File: src/rtl/youseios_pkg.sv
// Shared definitions for the page-loading path between the simulated HD and instruction memory.
// Holds FSM state codes, default geometry and the opcode field position.
package youseios_pkg;

    localparam int         PAGE_WORDS_DEFAULT = 64;
    localparam logic [5:0] END_OP_DEFAULT     = 6'h3F;

    localparam int OP_MSB = 31;
    localparam int OP_LSB = 26;

    typedef logic [1:0] state_t;

    localparam state_t ST_IDLE  = 2'd0;
    localparam state_t ST_PRIME = 2'd1;
    localparam state_t ST_COPY  = 2'd2;
    localparam state_t ST_DONE  = 2'd3;

    function automatic logic [5:0] opcode_of(input logic [31:0] i_word);
        return i_word[OP_MSB:OP_LSB];
    endfunction

endpackage

File: src/rtl/hd_page_loader.sv
// Streams one program page from HD into an instruction-memory frame, one word per cycle,
// stopping at the page limit or after copying a program-terminator word.
module hd_page_loader
    import youseios_pkg::*;
#(
    parameter int         PAGE_WORDS = PAGE_WORDS_DEFAULT,
    parameter logic [5:0] END_OP     = END_OP_DEFAULT
) (
    input  logic        i_clk,
    input  logic        i_reset,
    input  logic        i_start,
    input  logic [4:0]  i_pid,
    input  logic [31:0] i_hd_base,
    input  logic [31:0] i_page,
    output logic [31:0] o_hd_index,
    input  logic [31:0] i_hd_data,
    output logic [31:0] o_mem_address,
    output logic [31:0] o_mem_data,
    output logic        o_mem_write,
    output logic        o_busy,
    output logic        o_done,
    output logic [31:0] o_words,
    output logic [4:0]  o_pid_out
);

    localparam int              KW     = $clog2(PAGE_WORDS);
    localparam logic [KW-1:0]   K_LAST = KW'(PAGE_WORDS - 1);

    state_t        r_state;
    logic [KW-1:0] r_k;
    logic [31:0]   r_base;
    logic [31:0]   r_page;
    logic [31:0]   r_hd_index;
    logic [31:0]   r_words;
    logic [4:0]    r_pid;

    logic          w_copy;
    logic          w_last;

    assign w_copy = (r_state == ST_COPY);
    // Page limit and terminator share one exit; the terminator word itself is still written.
    assign w_last = (r_k == K_LAST) || (opcode_of(i_hd_data) == END_OP);

    // NOTE: all state below uses non-blocking assignments so every register sees pre-edge values.
    always_ff @(posedge i_clk) begin
        if (i_reset) begin
            r_state    <= ST_IDLE;
            r_k        <= '0;
            r_base     <= '0;
            r_page     <= '0;
            r_hd_index <= '0;
            r_words    <= '0;
            r_pid      <= '0;
        end else begin
            case (r_state)
                ST_IDLE: begin
                    if (i_start) begin
                        r_pid      <= i_pid;
                        r_base     <= i_hd_base;
                        r_page     <= i_page;
                        r_hd_index <= i_hd_base;
                        r_k        <= '0;
                        r_words    <= '0;
                        r_state    <= ST_PRIME;
                    end
                end
                ST_PRIME: begin
                    r_hd_index <= r_base + 32'd1;
                    r_state    <= ST_COPY;
                end
                ST_COPY: begin
                    // Fetch runs two words ahead of the write because HD data lags its index by a cycle.
                    r_hd_index <= r_base + 32'(r_k) + 32'd2;
                    r_words    <= 32'(r_k) + 32'd1;
                    if (w_last) begin
                        r_state <= ST_DONE;
                    end else begin
                        r_k <= r_k + KW'(1);
                    end
                end
                ST_DONE: begin
                    r_state <= ST_IDLE;
                end
                default: begin
                    r_state <= ST_IDLE;
                end
            endcase
        end
    end

    assign o_hd_index    = r_hd_index;
    assign o_mem_write   = w_copy;
    assign o_mem_address = w_copy ? ((r_page << KW) + 32'(r_k)) : '0;
    assign o_mem_data    = w_copy ? i_hd_data : '0;
    assign o_busy        = (r_state != ST_IDLE);
    assign o_done        = (r_state == ST_DONE);
    assign o_words       = r_words;
    assign o_pid_out     = r_pid;

endmodule

File: config.mk
export PLATFORM = sky130hd
export DESIGN_NAME = hd_page_loader
export DESIGN_NICKNAME = d
export VERILOG_FILES = /design/src/rtl/youseios_pkg.sv /design/src/rtl/hd_page_loader.sv
export SDC_FILE = /design/constraint.sdc
export NUM_CORES = 1
export LEC_CHECK = 0
export ABC_AREA = 1
export CORE_ASPECT_RATIO = 1.5
export CORE_UTILIZATION = 47
export DETAILED_ROUTE_END_ITERATION = 8
export PLACE_DENSITY = 0.82
export SLEW_MARGIN = 20
export SYNTH_ARGS = -nofsm -noshare
export SYNTH_HDL_FRONTEND = slang
export SYNTH_SLANG_ARGS = --single-unit
export TNS_END_PERCENT = 20
File: constraint.sdc
create_clock -name i_clk -period 3.35 [get_ports i_clk]
set_input_delay 0.67 -clock i_clk [delete_from_list [all_inputs] [get_ports i_clk]]
set_output_delay 0.67 -clock i_clk [all_outputs]
set_load 0.05 [all_outputs]
==> results of run 1 <==
==> final timing paths <==
kind / from / end / cells after the start
setup / recovery: r_state[0]$_SDFFE_PP0P_ / o_mem_address[9] / 6
hold / removal: o_hd_index[21]$_SDFFE_PP0P_ / o_hd_index[21]$_SDFFE_PP0P_ / 2
setup reg to reg: r_k[1]$_SDFFE_PP0P_ / o_hd_index[31]$_SDFFE_PP0P_ / 15
hold reg to reg: o_hd_index[21]$_SDFFE_PP0P_ / o_hd_index[21]$_SDFFE_PP0P_ / 2
==> power groups by stage <==
stage / Combinational (mW) / Clock (mW) / Sequential (mW)
4_1_cts: 5.10 / 1.16 / 2.10
3_5_place_dp: 5.07 / 0 / 2.13
6_report: 5.08 / 1.15 / 2.11
2_1_floorplan: 2.82 / 0 / 2.80
3_3_place_gp: 5.02 / 0 / 2.11
5_1_grt: 5.51 / 1.21 / 2.16
==> per-layer routing <==
metal  up-vias  track usage, %  share of wire [%]
li1       4105               -                  -
met1      3606            31.0                 36
met2       340            55.9                 53
met3        66            4.91                6.0
met4         0            16.5                4.9
met5         -               0                  0
==> cells by family (layout without fill, tap and decap cells) <==
kind of cell | Yosys count | in the layout | share of synthesized area, %
compound gates | 207 | 207 | 15.1
xor+xnor | 2 | 2 | 0.247
fa+ha+maj | 20 | 20 | 3.63
buf+inv | 226 | 385 | 13.6
flops | 110 | 110 | 31.0
other cells | 1 | 25 | 0.0528
simple gates | 630 | 630 | 36.4
==> cell usage after synthesis <==
library cell	instances	area [µm²]
o21ai_0	102	510
a211oi_1	1	7.51
nand2_1	306	1150
buf_6	2	22.5
fa_1	1	20.0
clkbuf_1	34	128
o21ai_1	1	5.00
nor3_2	2	20.0
a21oi_2	1	8.76
conb_1	1	3.75
buf_1	10	37.5
ha_1	19	238
o31ai_1	1	7.51
nor2_2	8	50.1
or2_2	1	6.26
nor2_1	180	676
o22ai_1	1	6.26
nand4_1	10	62.6
xor2_1	1	8.76
a21o_1	1	7.51
a21oi_1	89	445
a221o_1	1	10.0
dfxtp_1	110	2200
clkinv_1	1	3.75
o21ai_2	1	8.76
inv_1	146	548
nand2_2	3	18.8
a31oi_1	4	25.0
o211ai_1	4	30.0
xnor2_1	1	8.76
inv_2	3	11.3
nand3_1	119	596
buf_2	4	20.0
nand3b_1	1	7.51
buf_4	26	195
==> sequential cells by signal, summed over array words and instances (netlist names) <==
register	flops
o_hd_index	32
r_base	32
r_page	26
o_words	7
r_k	6
o_pid_out	5
r_state	2
==> cell type report <==
type | instances | area, µm² | area share (%)
Sequential cell | 110 | 2200 | 23.1
Multi-Input combinational cell | 884 | 4040 | 42.3
Clock buffer | 11 | 253 | 2.65
Timing Repair Buffer | 219 | 2180 | 22.8
Clock inverter | 5 | 66.3 | 0.694
Inverter | 150 | 563 | 5.89
Tap cell | 196 | 245 | 2.57
==> through the flow <==
stage	hold WS [ps]	util, %	instances	worst slack, ps	total power [mW]
3_3_place_gp	450	63.0	1559	593	7.13
3_5_place_dp	454	63.0	1559	542	7.20
4_1_cts	465	65.2	1575	214	8.36
2_1_floorplan	455	-	1220	386	5.62
6_report	464	65.2	1575	194	8.34
5_1_grt	490	65.2	1575	67.3	8.88
==> worst reg2reg max path: cells and delay by family (launching register included) <==
family | cells | cell delay (ps)
simple gates | 9 | 1150
fa+ha+maj | 3 | 1030
flops | 1 | 420
buf+inv | 2 | 140
compound gates | 1 | 60
==> flow_summary.toml, run 1 <==
[power]
seq_power_share_pct = 25.3
p_sw_mw = 4.37
ir_drop_v = 0.000595
p_leak_nw = 4.32
p_sw_share_pct = 52.4
pwr-share-clk_pct = 13.8
p_int_mw = 3.97
power.density_nw_per_um2 = 873
combPwrFrac_pct = 60.9

[cts]
cts_hold_buf = 0
cts_setup_buffers = 0
cts_resized = 0
clk_pin_slew_ps = 80
htreeDepth = 3
cts_root_buf = "clkbuf_16"
insertion_delay_ps = 360
cts_buffer_depth = 2
tritoncts = "yes"
cts_inserted_buffers = 9
cts.sinks = 110

[placed_design]
hpwl_um = 17600
port_buffers = 208
routabilityCongestion = 0.958
placed_area_um2 = 9230

[yosys]
synth_area_um2 = 7100
yosysSeqAreaShare_pct = 31.0
syn_inst = 1196
synth_warnings = 0
syn_avg_cell_area_um2 = 5.94
ys_types = 35
synth-seq-cells = 110

[die]
num_rows = 54
die_w_um = 102
fp.dieArea_um2 = 15600
coreArea_um2 = 14700
ioPinCount = 240
start_util_pct = 48.5
die_y_um = 153

[worst_setup_path]
end_kind = "output port"
cp_max_fo = 59
worstPathArrival_ps = 2490
max_stage_delay_ps = 840
crit_type = "register to output port"
start_kind = "register"
crit_chain = "inv_1 -> ha_4 -> buf_12 -> nand2_1 -> inv_1 -> clkdlybuf4s50_1"
crit_top_cell = "inv_1"
cp.buffers_inverters = 4
rrSetupSlack_ps = 450
required_ps = 2680
cp_slowest_cell = "clkdlybuf4s50_1"
critPathTopFamily = "buffers and inverters"

[finish]
synthToLayoutAreaGrowth_pct = 34.5
nets = 1498
diodes = 0
drive_above_1_share_pct = 3.84
final_common_cell = "nand2_1"
final_cell_mix = "nand2_1 (305), clkdlybuf4s50_1 (204), nor2_1 (180)"
fillers = 1401
finalInstanceArea_um2 = 9550

[route]
wl_per_cell_um = 14.7
routed_wl_um = 23100
first_pass_iters = 5
vias_per_cell = 5.15
ant_nets = 0
drc = 0
num_vias = 8117
drt_iter0_drc = 460

[timing]
worst_pin_slew_ps = 1000
rsz0062_at_grt = "no"
slew_viol_final = 0
hold_viol = 0
relSlewSlack_pct = 32.9
fmax_ghz = 0.317
fin_skew_ps = 9.81
fin_crit_ps = 3160
finalSetupTns_ps = 0
finalCritPeriodShare_pct = 94.2
setup_viol = 0

[global_routing]
gr-total-overflow = 0
grt_max_degree = 63
grt_pass1_vias = 7567
antenna_found_initial = 0
grt_pass1_wl_um = 36600
track_usage_pct = 30.1

[worst_hold_path]
hold_path.class = "register to register"

[outcome]
status = "completed"

[run]
cap_violations = 0
Power figures use the tool's default switching activity.
==> run 2: changes to the inputs <==
--- a/config.mk
+++ b/config.mk
@@ -6,6 +6,7 @@
 export NUM_CORES = 1
 export LEC_CHECK = 0
 export ABC_AREA = 1
+export ABC_CLOCK_PERIOD_IN_PS = 3350
 export CORE_ASPECT_RATIO = 1.5
 export CORE_UTILIZATION = 47
 export DETAILED_ROUTE_END_ITERATION = 8
@@ -14,4 +15,4 @@
 export SYNTH_ARGS = -nofsm -noshare
 export SYNTH_HDL_FRONTEND = slang
 export SYNTH_SLANG_ARGS = --single-unit
-export TNS_END_PERCENT = 20
+export TNS_END_PERCENT = 30
==> results of run 2 <==
The final DEF is identical to that of run 1; final timing and power are the same.
==> run 3: changes to the inputs <==
--- a/config.mk
+++ b/config.mk
@@ -9,7 +9,9 @@
 export ABC_CLOCK_PERIOD_IN_PS = 3350
 export CORE_ASPECT_RATIO = 1.5
 export CORE_UTILIZATION = 47
+export CTS_CLUSTER_SIZE = 12
 export DETAILED_ROUTE_END_ITERATION = 8
+export GPL_ROUTABILITY_DRIVEN = 0
 export PLACE_DENSITY = 0.82
 export SLEW_MARGIN = 20
 export SYNTH_ARGS = -nofsm -noshare
==> run 3 against run 2 <==
Sequential cell count stayed put. Via count is 1.8% higher. Largest power group unchanged. Setup slack better by 56 ps. Sequential share of layout area hardly changed. Register-to-register slack worse by 60 ps. Utilization is 0.10 points higher. Non-clock buffer count stayed put. Final area is 0.16% higher. First-iteration DRC count is 13% higher. Clock power is 6% higher. Critical path depth stayed put. Routed wire length is 0.61% lower. Highest routed layer unchanged.
==> flow_summary.toml, run 3 (synthesis gave the netlist of run 1 again) <==
[outcome]
status = "completed"

[route]
num_vias = 8267
routed_wl_um = 23000
drt_iter0_drc = 518
first_pass_iters = 7
vias_per_cell = 5.25
wl_per_cell_um = 14.6
ant_nets = 0
drc = 0

[worst_hold_path]
hold_end = "o_hd_index[23]$_SDFFE_PP0P_"
hold_path_startpoint = "o_hd_index[23]$_SDFFE_PP0P_"
hold_path_depth = 2
hold_path.class = "register to register"

[worst_setup_path]
required_ps = 2680
timing.rr.end = "o_hd_index[9]$_SDFFE_PP0P_"
crit_type = "register to output port"
end_kind = "output port"
r2r_start = "r_k[1]$_SDFFE_PP0P_"
rrSetupSlack_ps = 390
cp.buffers_inverters = 4
critPathTopFamily = "buffers and inverters"
cp_max_fo = 51
crit_chain = "inv_1 -> ha_4 -> buf_12 -> nand2_1 -> inv_1 -> clkdlybuf4s50_1"
r2r_cells = 13
worstPathArrival_ps = 2430
start_kind = "register"
max_stage_delay_ps = 820
cp_slowest_cell = "clkdlybuf4s50_1"
crit_top_cell = "inv_1"

[die]
ioPinCount = 240
num_rows = 54
die_y_um = 153
start_util_pct = 48.5
die_w_um = 102
coreArea_um2 = 14700
fp.dieArea_um2 = 15600

[finish]
finalInstanceArea_um2 = 9570
drive_above_1_share_pct = 3.84
synthToLayoutAreaGrowth_pct = 34.7
nets = 1498
final_cell_mix = "nand2_1 (305), clkdlybuf4s50_1 (204), nor2_1 (180)"
fillers = 1372
final_common_cell = "nand2_1"
diodes = 0

[cts]
cts_root_buf = "clkbuf_16"
cts_setup_buffers = 0
insertion_delay_ps = 350
cts_resized = 0
cts_buffer_depth = 2
cts_hold_buf = 0
cts.sinks = 110
tritoncts = "yes"
clk_pin_slew_ps = 80
htreeDepth = 3
cts_inserted_buffers = 9

[timing]
fmax_ghz = 0.323
setup_viol = 0
slew_viol_final = 0
hold_viol = 0
fin_skew_ps = 7.33
finalSetupTns_ps = 0
relSlewSlack_pct = 31.9
worst_pin_slew_ps = 1010
finalCritPeriodShare_pct = 92.5
fin_crit_ps = 3100
rsz0062_at_grt = "no"

[power]
p_total_mw = 8.39
p_leak_nw = 4.33
ir_drop_v = 0.000754
power.density_nw_per_um2 = 877

[run]
cap_violations = 0

[global_routing]
grt_pass1_vias = 7817
grt_max_degree = 90
track_usage_pct = 30.0
gr-total-overflow = 0
antenna_found_initial = 0
grt_pass1_wl_um = 36900

[placed_design]
port_buffers = 208
hpwl_um = 17000
placed_area_um2 = 9230
run 3: worst min-delay path, delay by kind of cell, from the launching register on:
kind	cells	cell delay, ps
and+or+nand+nor	1	60
DFF	1	310
AOI/OAI and AO/OA	1	50
run 3: worst max-delay path by stage:
| stage | startpoint | endpoint | slack [ps] | depth (start not counted) |
|---|---|---|---|---|
| floorplan | r_state[0]$_SDFFE_PP0P_ | o_mem_address[10] | 390 | 8 |
| detailed placement | r_k[1]$_SDFFE_PP0P_ | o_hd_index[9]$_SDFFE_PP0P_ | 470 | 13 |
| global route | r_state[0]$_SDFFE_PP0P_ | o_mem_address[3] | 130 | 6 |
| finish | r_state[0]$_SDFFE_PP0P_ | o_mem_address[9] | 250 | 6 |
| global placement | r_k[1]$_SDFFE_PP0P_ | o_hd_index[9]$_SDFFE_PP0P_ | 560 | 13 |
| CTS | r_state[0]$_SDFFE_PP0P_ | o_mem_address[3] | 230 | 6 |
run 3: power by group:
group	leakage [nW]	switching [mW]	internal [mW]	total (mW)
clock	0.165	0.542	0.676	1.22
combinational	3.26	3.50	1.58	5.08
sequential	0.906	0.348	1.75	2.10
total	4.33	4.39	4.00	8.39
run 3: metrics by stage:
step / util [%] / std cells / worst slack, ps / hold slack (ps)
after floorplan: - / 1220 / 386 / 455
after global placement: 63.0 / 1559 / 556 / 450
after detailed placement: 63.0 / 1559 / 469 / 454
after CTS: 65.3 / 1575 / 230 / 465
after global routing: 65.3 / 1575 / 131 / 486
final: 65.3 / 1575 / 250 / 464
run 3: layout make-up:
| cell class | instances | area [µm²] | share of cell area, % |
|---|---|---|---|
| multi-input cells | 884 | 4040 | 42.3 |
| flip-flops and latches | 110 | 2200 | 23.0 |
| repair buffers | 219 | 2180 | 22.8 |
| inverters | 150 | 563 | 5.88 |
| well taps | 196 | 245 | 2.56 |
| clock buffers | 9 | 225 | 2.35 |
| clock inverters | 7 | 109 | 1.14 |
run 3: per-layer routing:
layer  up-vias  GRT usage [%]  wire length (µm)
met3        65           4.77              1420
li1       4110              -                 -
met4         0           15.6              1060
met2       326           55.7             12200
met1      3766           31.4              8320
met5         -              0                 0
